`src/rtl/split_1x9.sv`:
```
// rtl/split_1x9.sv - round-robin 1-to-LANES stream splitter with per-lane FWFT FIFOs
//
// Purpose: deals each accepted input beat to lane lane_ptr, then advances
// lane_ptr (LANES-1 wraps to 0). Every lane buffers DEPTH beats in a
// first-word-fall-through FIFO that its consumer drains with ren[k].
//
// Ports:
//   clk_i     in   1            clock, all state on rising edge
//   reset     in   1            synchronous active-high reset
//   wen       in   1            input beat write strobe
//   i_data    in   WIDTH        input beat
//   ready     out  1            input beat can be accepted this cycle
//   ren       in   LANES        per-lane pop enable
//   valid     out  LANES        per-lane head entry valid
//   o_data    out  LANES*WIDTH  per-lane head data, lane k at [k*WIDTH +: WIDTH]
//   lane_ptr  out  4            lane receiving the next accepted beat
//   overflow  out  1            sticky: wen seen while ready=0
//   underflow out  1            sticky: ren[k] seen while valid[k]=0
module split_1x9 #(
  parameter int LANES = 9,
  parameter int WIDTH = 8,
  parameter int DEPTH = 4
) (
  input  logic                   clk_i,
  input  logic                   reset,
  input  logic                   wen,
  input  logic [WIDTH-1:0]       i_data,
  output logic                   ready,
  input  logic [LANES-1:0]       ren,
  output logic [LANES-1:0]       valid,
  output logic [LANES*WIDTH-1:0] o_data,
  output logic [3:0]             lane_ptr,
  output logic                   overflow,
  output logic                   underflow
);

  localparam int AW = $clog2(DEPTH);
  localparam int CW = AW + 1;

  logic [WIDTH-1:0] r_mem    [LANES][DEPTH];
  logic [AW-1:0]    r_rd_ptr [LANES];
  logic [AW-1:0]    r_wr_ptr [LANES];
  logic [CW-1:0]    r_cnt    [LANES];
  logic [3:0]       r_lane_ptr;
  logic             r_overflow;
  logic             r_underflow;

  logic [LANES-1:0] w_valid;
  logic [LANES-1:0] w_full;
  logic [LANES-1:0] w_push;
  logic [LANES-1:0] w_pop;
  logic             w_ready;
  logic             w_accept;

  always_comb begin
    w_valid = '0;
    w_full  = '0;
    o_data  = '0;
    for (int k = 0; k < LANES; k++) begin
      w_valid[k] = (r_cnt[k] != '0);
      w_full[k]  = (r_cnt[k] == CW'(DEPTH));
      // Head is gated by valid so an empty lane shows zero, not stale memory.
      if (r_cnt[k] != '0) o_data[k*WIDTH +: WIDTH] = r_mem[k][r_rd_ptr[k]];
    end
  end

  // Only registered state feeds ready: a pop this cycle does not free space
  // for a push in the same cycle, even on the lane being written.
  assign w_ready  = !reset && !w_full[r_lane_ptr];
  assign w_accept = wen && w_ready;

  always_comb begin
    w_push = '0;
    w_pop  = '0;
    for (int k = 0; k < LANES; k++) begin
      w_push[k] = w_accept && (r_lane_ptr == 4'(k));
      w_pop[k]  = ren[k] && w_valid[k];
    end
  end

  // Storage is not reset; occupancy is tracked by r_cnt alone.
  always_ff @(posedge clk_i) begin
    for (int k = 0; k < LANES; k++) begin
      if (w_push[k]) r_mem[k][r_wr_ptr[k]] <= i_data;
    end
  end

  always_ff @(posedge clk_i) begin
    if (reset) begin
      for (int k = 0; k < LANES; k++) begin
        r_rd_ptr[k] <= '0;
        r_wr_ptr[k] <= '0;
        r_cnt[k]    <= '0;
      end
      r_lane_ptr  <= '0;
      r_overflow  <= 1'b0;
      r_underflow <= 1'b0;
    end else begin
      for (int k = 0; k < LANES; k++) begin
        if (w_push[k]) r_wr_ptr[k] <= r_wr_ptr[k] + AW'(1);
        if (w_pop[k])  r_rd_ptr[k] <= r_rd_ptr[k] + AW'(1);
        case ({w_push[k], w_pop[k]})
          2'b10:   r_cnt[k] <= r_cnt[k] + CW'(1);
          2'b01:   r_cnt[k] <= r_cnt[k] - CW'(1);
          default: r_cnt[k] <= r_cnt[k];
        endcase
      end
      if (w_accept) begin
        r_lane_ptr <= (r_lane_ptr == 4'(LANES - 1)) ? 4'd0 : r_lane_ptr + 4'd1;
      end
      if (wen && !w_ready)     r_overflow  <= 1'b1;
      if (|(ren & ~w_valid))   r_underflow <= 1'b1;
    end
  end

  assign ready     = w_ready;
  assign valid     = w_valid;
  assign lane_ptr  = r_lane_ptr;
  assign overflow  = r_overflow;
  assign underflow = r_underflow;

endmodule

```
`config.mk`:
```
export PLATFORM = sky130hd
export DESIGN_NAME = split_1x9
export DESIGN_NICKNAME = d
export VERILOG_FILES = /design/src/rtl/split_1x9.sv
export SDC_FILE = /design/constraint.sdc
export NUM_CORES = 1
export LEC_CHECK = 0
export CAP_MARGIN = 20
export CELL_PAD_IN_SITES_DETAIL_PLACEMENT = 0
export CELL_PAD_IN_SITES_GLOBAL_PLACEMENT = 1
export CORE_ASPECT_RATIO = 1.5
export CORE_MARGIN = 4
export CORE_UTILIZATION = 54
export DETAILED_ROUTE_END_ITERATION = 7
export MAX_ROUTING_LAYER = met4
export PLACE_DENSITY_LB_ADDON = 0.1
export REMOVE_ABC_BUFFERS = 1
export SLEW_MARGIN = 5
export SYNTH_ARGS = -nofsm -noshare
export SYNTH_HDL_FRONTEND = slang
export SYNTH_SLANG_ARGS = --single-unit
```
`constraint.sdc`:
```
create_clock -name clk_i -period 5.65 [get_ports clk_i]
set_clock_uncertainty 0.05 [all_clocks]
set_input_delay 1.13 -clock clk_i [delete_from_list [all_inputs] [get_ports clk_i]]
set_output_delay 1.13 -clock clk_i [all_outputs]
set_load 0.02 [all_outputs]
```
After elaboration in Yosys (flattened, before gate mapping)
Memory sizes are Yosys's and may differ from the RTL's.
Cells that the tools add are included.
{"block": "totals", "latchBits": 0, "wordCells": 505, "rom_bits": 0, "n_memories": 4, "ramBits": 351, "regBits": 6, "output_inout_bits": 88, "inputBits": 20}
{"block": "classes", "multipliers": 0, "n_shift": 0, "n_reduce_logical": 61, "n_bitwise": 65, "addsub": 37, "order_cmp": 28, "n_div": 0, "eq_ne": 35, "mux": 272}
{"name": "r_mem", "words": 9, "width": 32, "read_ports": 9, "rd_clocked_by_memory_dff": 0, "wr": 1, "line_no": "40", "text": "logic [WIDTH-1:0] r_mem [LANES][DEPTH];"}
{"name": "r_cnt", "words": 9, "width": 3, "read_ports": 9, "rd_clocked_by_memory_dff": 0, "wr": 9, "line_no": "43", "text": "logic [CW-1:0] r_cnt [LANES];"}
{"name": "r_rd_ptr", "words": 9, "width": 2, "read_ports": 9, "rd_clocked_by_memory_dff": 0, "wr": 9, "line_no": "41", "text": "logic [AW-1:0] r_rd_ptr [LANES];"}
{"name": "r_wr_ptr", "words": 9, "width": 2, "read_ports": 9, "rd_clocked_by_memory_dff": 0, "wr": 9, "line_no": "42", "text": "logic [AW-1:0] r_wr_ptr [LANES];"}
{"operator": "32-bit 2-to-1 mux", "count": 25}
{"operator": "8-bit 2-to-1 mux", "count": 36}
{"operator": "32-bit OR reduction", "count": 8}
{"operator": "8-bit binary-select mux with 2-bit select", "count": 9}
{"operator": "8-bit demux with 2-bit select", "count": 9}
{"operator": "1-bit 2-to-1 mux", "count": 138}
{"operator": "3-bit 2-to-1 mux", "count": 27}
{"operator": "3-bit >= comparator, second input constant", "count": 18}
{"operator": "2-bit inverter with 3-bit output", "count": 18}
{"operator": "1-bit bitwise OR", "count": 45}
{"operator": "2-bit by 1-bit adder with 2-bit output, second input constant", "count": 18}
{"operator": "2-bit 2-to-1 mux", "count": 18}
{"operator": "4-bit 2-to-1 mux", "count": 9}
{"operator": "1-bit logical AND", "count": 30}
{"operator": "3-bit by 1-bit adder with 3-bit output, second input constant", "count": 9}
{"operator": "3-bit == test, second input constant", "count": 9}
{"operator": "3-bit by 1-bit < comparator with 1-bit output, second input constant", "count": 9}
{"operator": "3-bit nonzero test", "count": 9}
{"operator": "3-bit by 1-bit subtractor with 3-bit output, second input constant", "count": 9}
{"operator": "2-bit by 1-bit == test with 1-bit output, second input constant", "count": 9}
{"operator": "2-bit == test, second input constant", "count": 9}
{"operator": "2-bit OR reduction", "count": 9}
{"operator": "4-bit by 3-bit == test with 1-bit output, second input constant", "count": 4}
{"operator": "9-bit bitwise AND", "count": 1}
{"operator": "other kinds (10)", "count": 13}

Depth between registers and ports, before layout
Gate-level depths: netlist of run 1.
{"block": "logic_depth", "depth_word": 18, "mapped_depth": 14, "mapped_depth_nobuf": 12}

Worst setup path after synthesis of run 1
OpenSTA, ideal clock, no wires.
{"block": "synth_path", "kind": "in2reg", "from": "input port wen", "to": "memory r_cnt[5][2] (netlist name) (data pin)", "setup_ps": 266, "path_slack_ps": 2310, "t_required_ps": 5334, "arrival_ps": 3024, "path_buffers": 2, "path_stages": 11, "path_cell_list": "nor2b_1 nor3b_2 buf_6 buf_6 nand3_1 ha_1 nor2b_1 fa_1 xor2_1 xnor2_1 nor2_1"}
{"element": "start: declaration", "line_no": "26", "text": "input logic wen,"}
{"element": "end: declaration", "line_no": "43"}

Worst setup path after layout of run 1
{"block": "layout_path", "from": "register r_lane_ptr[0] (netlist: lane_ptr[0])", "to": "output port ready"}
{"block": "layout_between", "elab_chain_cells": 4}
{"element": "start: declaration", "line_no": "44", "text": "logic [3:0] r_lane_ptr;"}
{"element": "start signal: assignment", "line_no": "109", "text": "r_lane_ptr <= (r_lane_ptr == 4'(LANES - 1)) ? 4'd0 : r_lane_ptr + 4'd1;"}
{"element": "1-bit binary-select mux with 4-bit select", "line_no": "69", "text": "assign w_ready = !reset && !w_full[r_lane_ptr];"}
{"element": "1-bit 2-to-1 mux (not written as such)", "line_no": "69"}
{"element": "1-bit logical NOT", "line_no": "69"}
{"element": "1-bit logical AND", "line_no": "69"}
{"element": "end: declaration", "line_no": "28", "text": "output logic ready,"}
No other way between the ends. The select of a mux whose other input is x is not followed.

==> results of run 1 <==
## how the worst min path moves through the flow
stage	startpoint	endpoint	slack [ns]
2_1_floorplan	overflow	overflow	0.47
3_3_place_gp	overflow	overflow	0.40
3_5_place_dp	overflow	overflow	0.41
4_1_cts	overflow	overflow	0.41
5_1_grt	overflow	overflow	0.44
6_report	overflow	overflow	0.43
## through the flow
step | total power, mW | instance area [µm²] | setup slack (ns) | hold WS (ns) | cells
2_1_floorplan | 4.128 | 15480 | 1.693 | 0.4660 | 885
3_3_place_gp | 4.737 | 17140 | 1.515 | 0.4025 | 1395
3_5_place_dp | 4.753 | 17140 | 1.459 | 0.4056 | 1395
4_1_cts | 7.076 | 18290 | 1.418 | 0.4133 | 1456
5_1_grt | 7.318 | 18290 | 1.343 | 0.4418 | 1456
6_report | 6.990 | 18290 | 1.441 | 0.4260 | 1456
## critical path: cells and delay by family, from the launching register on
| kind | cells | cell delay [ns] |
|---|---|---|
| AO/OA/AOI/OAI | 1 | 0.68 |
| buffers and inverters | 1 | 0.65 |
| flip-flops | 1 | 0.66 |
| AND/OR/NAND/NOR | 3 | 0.50 |
## Yosys cell counts (all sizes together), types with 2 or more instances
| library cell | instances |
|---|---|
| inv | 58 |
| and4 | 16 |
| o211a | 2 |
| nor4 | 2 |
| ha | 61 |
| and2 | 92 |
| nor3 | 7 |
| xnor2 | 23 |
| edfxtp | 351 |
| nor4b | 5 |
| or3 | 4 |
| nor4bb | 2 |
| fa | 8 |
| mux2 | 2 |
| xor2 | 4 |
| nand3 | 6 |
| o21ai | 11 |
| nor2b | 8 |
| and3 | 25 |
| a311oi | 2 |
| clkbuf | 28 |
| buf | 17 |
| o211ai | 2 |
| mux4 | 72 |
| nor2 | 62 |
| nand2 | 34 |
| nand4 | 2 |
| a31o | 5 |
| dfxtp | 6 |
## area by class of cell
class                   count  area, µm²
flip-flops and latches    357      10660
clock buffers              40      937.1
clock inverters            21      214.0
multi-input cells         470       4607
repair buffers            120       1169
inverters                  58      217.7
fillers                  2143      10430
well taps                 390      488.0
## sequential cells by signal (all words and copies together), names as in the netlist
| signal | cells |
|---|---|
| r_cnt | 27 |
| r_rd_ptr | 18 |
| underflow | 1 |
| overflow | 1 |
| lane_ptr | 4 |
| r_wr_ptr | 18 |
| r_mem | 288 |
## metal layers
metal,global-route usage,part of all wire,vias up
li1,-,-,3715
met1,0.2679,0.43,4063
met2,0.3438,0.52,161
met3,0.02874,0.039,44
met4,0.04913,0.018,0
met5,-,0,-
## kinds of logic after synthesis
family          after synthesis  share of synthesized area
compound gates               32                    0.01609
flops                       357                     0.6788
buf+inv                     103                    0.02820
mux                          75                     0.1058
simple gates                267                    0.09720
xor+xnor                     27                    0.01506
fa+ha+maj                    69                    0.05880
## power by group
part / leakage (nW) / internal (mW) / switching [mW]
Clock: 0.552 / 1.37 / 0.937
Sequential: 3.30 / 3.07 / 0.190
Combinational: 2.57 / 0.685 / 0.738
Total: 6.42 / 5.13 / 1.86
==> results.yml, run 1 <==
run_status:
  status: "completed"
synth:
  syn_inst: 930
  yosys_warnings: 0
  synth_seq_cells: 357
  synth_top_area_cell: "edfxtp_1"
  synth_area_um2: 15700
  yosysUniqueCellTypes: 50
  yosys-top-cells-area: "edfxtp_1 67%, mux4_2 10%, ha_1 4.9%"
  syn_avg_cell_area_um2: 16.89
  async_reset_ff_frac: 0
  ys.flop_type: "edfxtp_1"
  yosysSeqAreaShare: 0.6788
  yosysTopAreaCellShare: 0.6712
  synth_edf_count: 351
sta:
  worstMarginPinSlew_ns: 0.9868
  timing.fmax_mhz: 237.6
  finalCritPeriodShare: 0.7450
  slew_headroom: 0.3393
  final.setup.tns_ns: 0
  fin_crit_ns: 4.209
  final-setup-viol-count: 0
  hold_violations: 0
  rsz0062_at_grt: "false"
  maxSlewViolCount: 0
pwr:
  ir_worst_vdd_mv: 0.3055
  p_leak_nw: 6.415
  p_per_area_nw_per_um2: 382.1
clock_network:
  ctsHoldBuffers: 0
  cts_buffer_depth: 3
  htreeDepth: 2
  tritoncts: "yes"
  clk_pin_slew_ns: 0.06
  cts.repair.resized: 0
  ctsRootBufferMaster: "clkbuf_16"
  cts_setup_buffers: 0
  cts_made_buffers: 34
  clock_latency_ns: 0.51
  cts_num_sinks: 357
setup_path:
  cp_cell_sequence: "nor4b_2, a311oi_1, nor4_4, nor3_1, clkdlybuf4s50_1"
  r2r_end: "r_cnt[5][2]"
  critPathKind: "reg -> out"
  start_kind: "flip-flop"
  r2r_slack_ns: 1.81
  r2r_start: "lane_ptr[0]"
  crit_path_max_incr_delay_ns: 0.68
  cp-endpoint: "ready"
  end_kind: "output port"
  r2r_cells: 12
  startpoint: "lane_ptr[0]"
  cp.arrival_ns: 3.03
  critPathSlowestCell: "a311oi_1"
  crit_required_ns: 4.47
  path_max_fanout: 12
layout:
  nets: 1130
  antennaDiodeCount: 0
  syn_to_final_growth_pct: 16.48
  final_cell_mix: "351 x edfxtp_1, 107 x clkdlybuf4s50_1, 91 x and2_1"
  final_common_cell: "edfxtp_1"
  fin_util: 0.6370
  drive_gt1_frac: 0.1407
route:
  ant_nets: 0
  dr.pass1.iters: 4
  dr_total_vias: 7983
  post_drt_wl_per_cell_um: 20.92
  drc: 0
  drt-initial-drc-count: 437
  totalWireLength_mm: 30.46
  drt-vias-per-instance: 5.483
placement:
  portBuffers: 107
  hpwl_mm: 19.54
  gp_congestion: 0.7917
global_routing:
  track_usage: 0.2042
  grt_overflow_total: 0
  antenna_found_initial: 0
  grt_max_degree: 42
  grt_pass1_wl_mm: 48.52
  grt_pass1_vias: 8496
floorplanning:
  core_um2: 28720
  ioPinCount: 108
  dieArea_um2: 31930
  die_x_um: 147.2
  start_util: 0.5468
  fp-row-count: 76
  fp.dieH_um: 216.9
run:
  cap_violations: 0
min_path:
  whs_path_depth: 2
  worstHoldPathType: "reg -> reg"
Note: power is estimated with default switching activity, not from simulation.
==> inputs of run 2 (changes only) <==
--- a/config.mk
+++ b/config.mk
@@ -10,7 +10,7 @@
 export CELL_PAD_IN_SITES_GLOBAL_PLACEMENT = 1
 export CORE_ASPECT_RATIO = 1.5
 export CORE_MARGIN = 4
-export CORE_UTILIZATION = 54
+export CORE_UTILIZATION = 46
 export DETAILED_ROUTE_END_ITERATION = 7
 export MAX_ROUTING_LAYER = met4
 export PLACE_DENSITY_LB_ADDON = 0.1
==> constraint.sdc (replaced) <==
create_clock -name clk_i -period 3.8 [get_ports clk_i]
set_clock_uncertainty 0.05 [all_clocks]
set_input_delay 0.76 -clock clk_i [delete_from_list [all_inputs] [get_ports clk_i]]
set_output_delay 0.76 -clock clk_i [all_outputs]
set_load 0.02 [all_outputs]
==> results.yml, run 2 (synthesized netlist as in run 1, its figures left out) <==
route:
  met1_length_mm: 13.37
  wl_met3_mm: 1.205
  drt-vias-per-instance: 5.379
  drc: 0
  post_drt_wl_per_cell_um: 21.36
  dr_total_vias: 8041
  drt-initial-drc-count: 444
  totalWireLength_mm: 31.94
  top_layer: "met4"
  ant_nets: 0
  wl_met2_mm: 16.72
  dr.pass1.iters: 5
floorplanning:
  dieArea_um2: 37220
  die_x_um: 158.9
  start_util: 0.4681
  fp-row-count: 82
  core_um2: 33550
  fp.dieH_um: 234.3
  ioPinCount: 108
global_routing:
  grt_pass1_wl_mm: 48.87
  track_usage: 0.1770
  grt_overflow_total: 0
  grt_max_degree: 38
  grt_pass1_vias: 8407
  antenna_found_initial: 1
clock_network:
  cts_made_buffers: 35
  clk_pin_slew_ns: 0.07
  clock_latency_ns: 0.52
  ctsRootBufferMaster: "clkbuf_16"
  htreeDepth: 2
  tritoncts: "yes"
  ctsHoldBuffers: 0
  cts_num_sinks: 357
  cts_buffer_depth: 3
placement:
  dp_worst_setup_slack_ns: 0.4191
  gp_congestion: 0.7843
  portBuffers: 107
  dp.cells: 1435
  hpwl_mm: 20.75
setup_path:
  critPathSlowestCell: "clkdlybuf4s50_1"
  critical_path_buf_inv_count: 3
  crit_required_ns: 2.99
  start_kind: "flip-flop"
  path_max_fanout: 31
  crit_path_max_incr_delay_ns: 0.68
  end_kind: "output port"
  cp.arrival_ns: 2.75
  critPathKind: "reg -> out"
  cp_cell_sequence: "nor2b_1, buf_4, o211ai_1, nand3_1, buf_4, nor3_1, clkdlybuf4s50_1"
  crit_top_cell: "buf_4"
  crit_family: "buffers and inverters"
pwr:
  ir_worst_vdd_mv: 0.3915
  p_leak_nw: 6.465
  p_total_mw: 10.39
  p_per_area_nw_per_um2: 564.6
layout:
  antennaDiodeCount: 0
  syn_to_final_growth_pct: 17.15
  final_cell_mix: "351 x edfxtp_1, 107 x clkdlybuf4s50_1, 91 x and2_1"
  stdcell_count: 1495
  drive_gt1_frac: 0.1479
  final_common_cell: "edfxtp_1"
  nets: 1141
  largest_reg_flops: 288
sta:
  fin_ws_ns: 0.2395
  maxSlewViolCount: 0
  final.setup.tns_ns: 0
  finalCritPeriodShare: 0.9370
  fin_crit_ns: 3.561
  whs_ns: 0.4081
  timing.fmax_mhz: 280.9
  hold_violations: 0
  worstMarginPinSlew_ns: 1.029
  final-setup-viol-count: 0
  slew_headroom: 0.3114
  rsz0062_at_grt: "false"
min_path:
  worstHoldPathType: "reg -> reg"
run:
  cap_violations: 0
run_status:
  status: "completed"
==> run 2: what timing repair did <==
| item | 4_1_cts | 5_1_grt |
|---|---|---|
| endpoints found under the setup margin | 0 | 1 |
| gates resized for setup | 0 | 3 |
| setup buffers | 0 | 0 |
==> run 2: per-stage QoR <==
step,area (µm²),utilization
global route,18400,0.5484
CTS,18390,0.5481
floorplan,15480,-
finish,18400,0.5484
global placement,17280,0.5150
detailed placement,17280,0.5150
==> run 2: path summary, 6_finish.rpt <==
check / slack [ns] / to / cells after the start / from
setup / recovery: 0.24 / ready / 7 / lane_ptr[3]
hold / removal: 0.41 / overflow / 2 / overflow
setup reg to reg: 0.57 / r_cnt[6][2] / 13 / r_cnt[0][1]
hold reg to reg: 0.41 / overflow / 2 / overflow
==> run 2: layout make-up <==
| cell class | count | area [µm²] |
|---|---|---|
| well taps | 420 | 525.5 |
| clock buffers | 42 | 944.7 |
| inverters | 58 | 217.7 |
| flip-flops and latches | 357 | 10660 |
| repair buffers | 130 | 1269 |
| clock inverters | 18 | 165.2 |
| multi-input cells | 470 | 4613 |
| fillers | 2704 | 15150 |
==> run 2: where the power goes <==
part,switching (mW),internal [mW]
sequential,0.269,4.56
combinational,1.12,1.05
clock,1.42,1.97
==> run 2: worst min-delay path: cells and delay by family (launching register included) <==
family | cells | cell delay (ns)
buffers and inverters | 1 | 0.05
flip-flops | 1 | 0.31
AO/OA/AOI/OAI | 1 | 0.05
==> run 2: routing by layer <==
metal | global-route usage | up-vias
met5 | - | -
met4 | 0.04640 | 0
met3 | 0.02550 | 40
met2 | 0.3135 | 142
met1 | 0.2159 | 4130
li1 | - | 3729
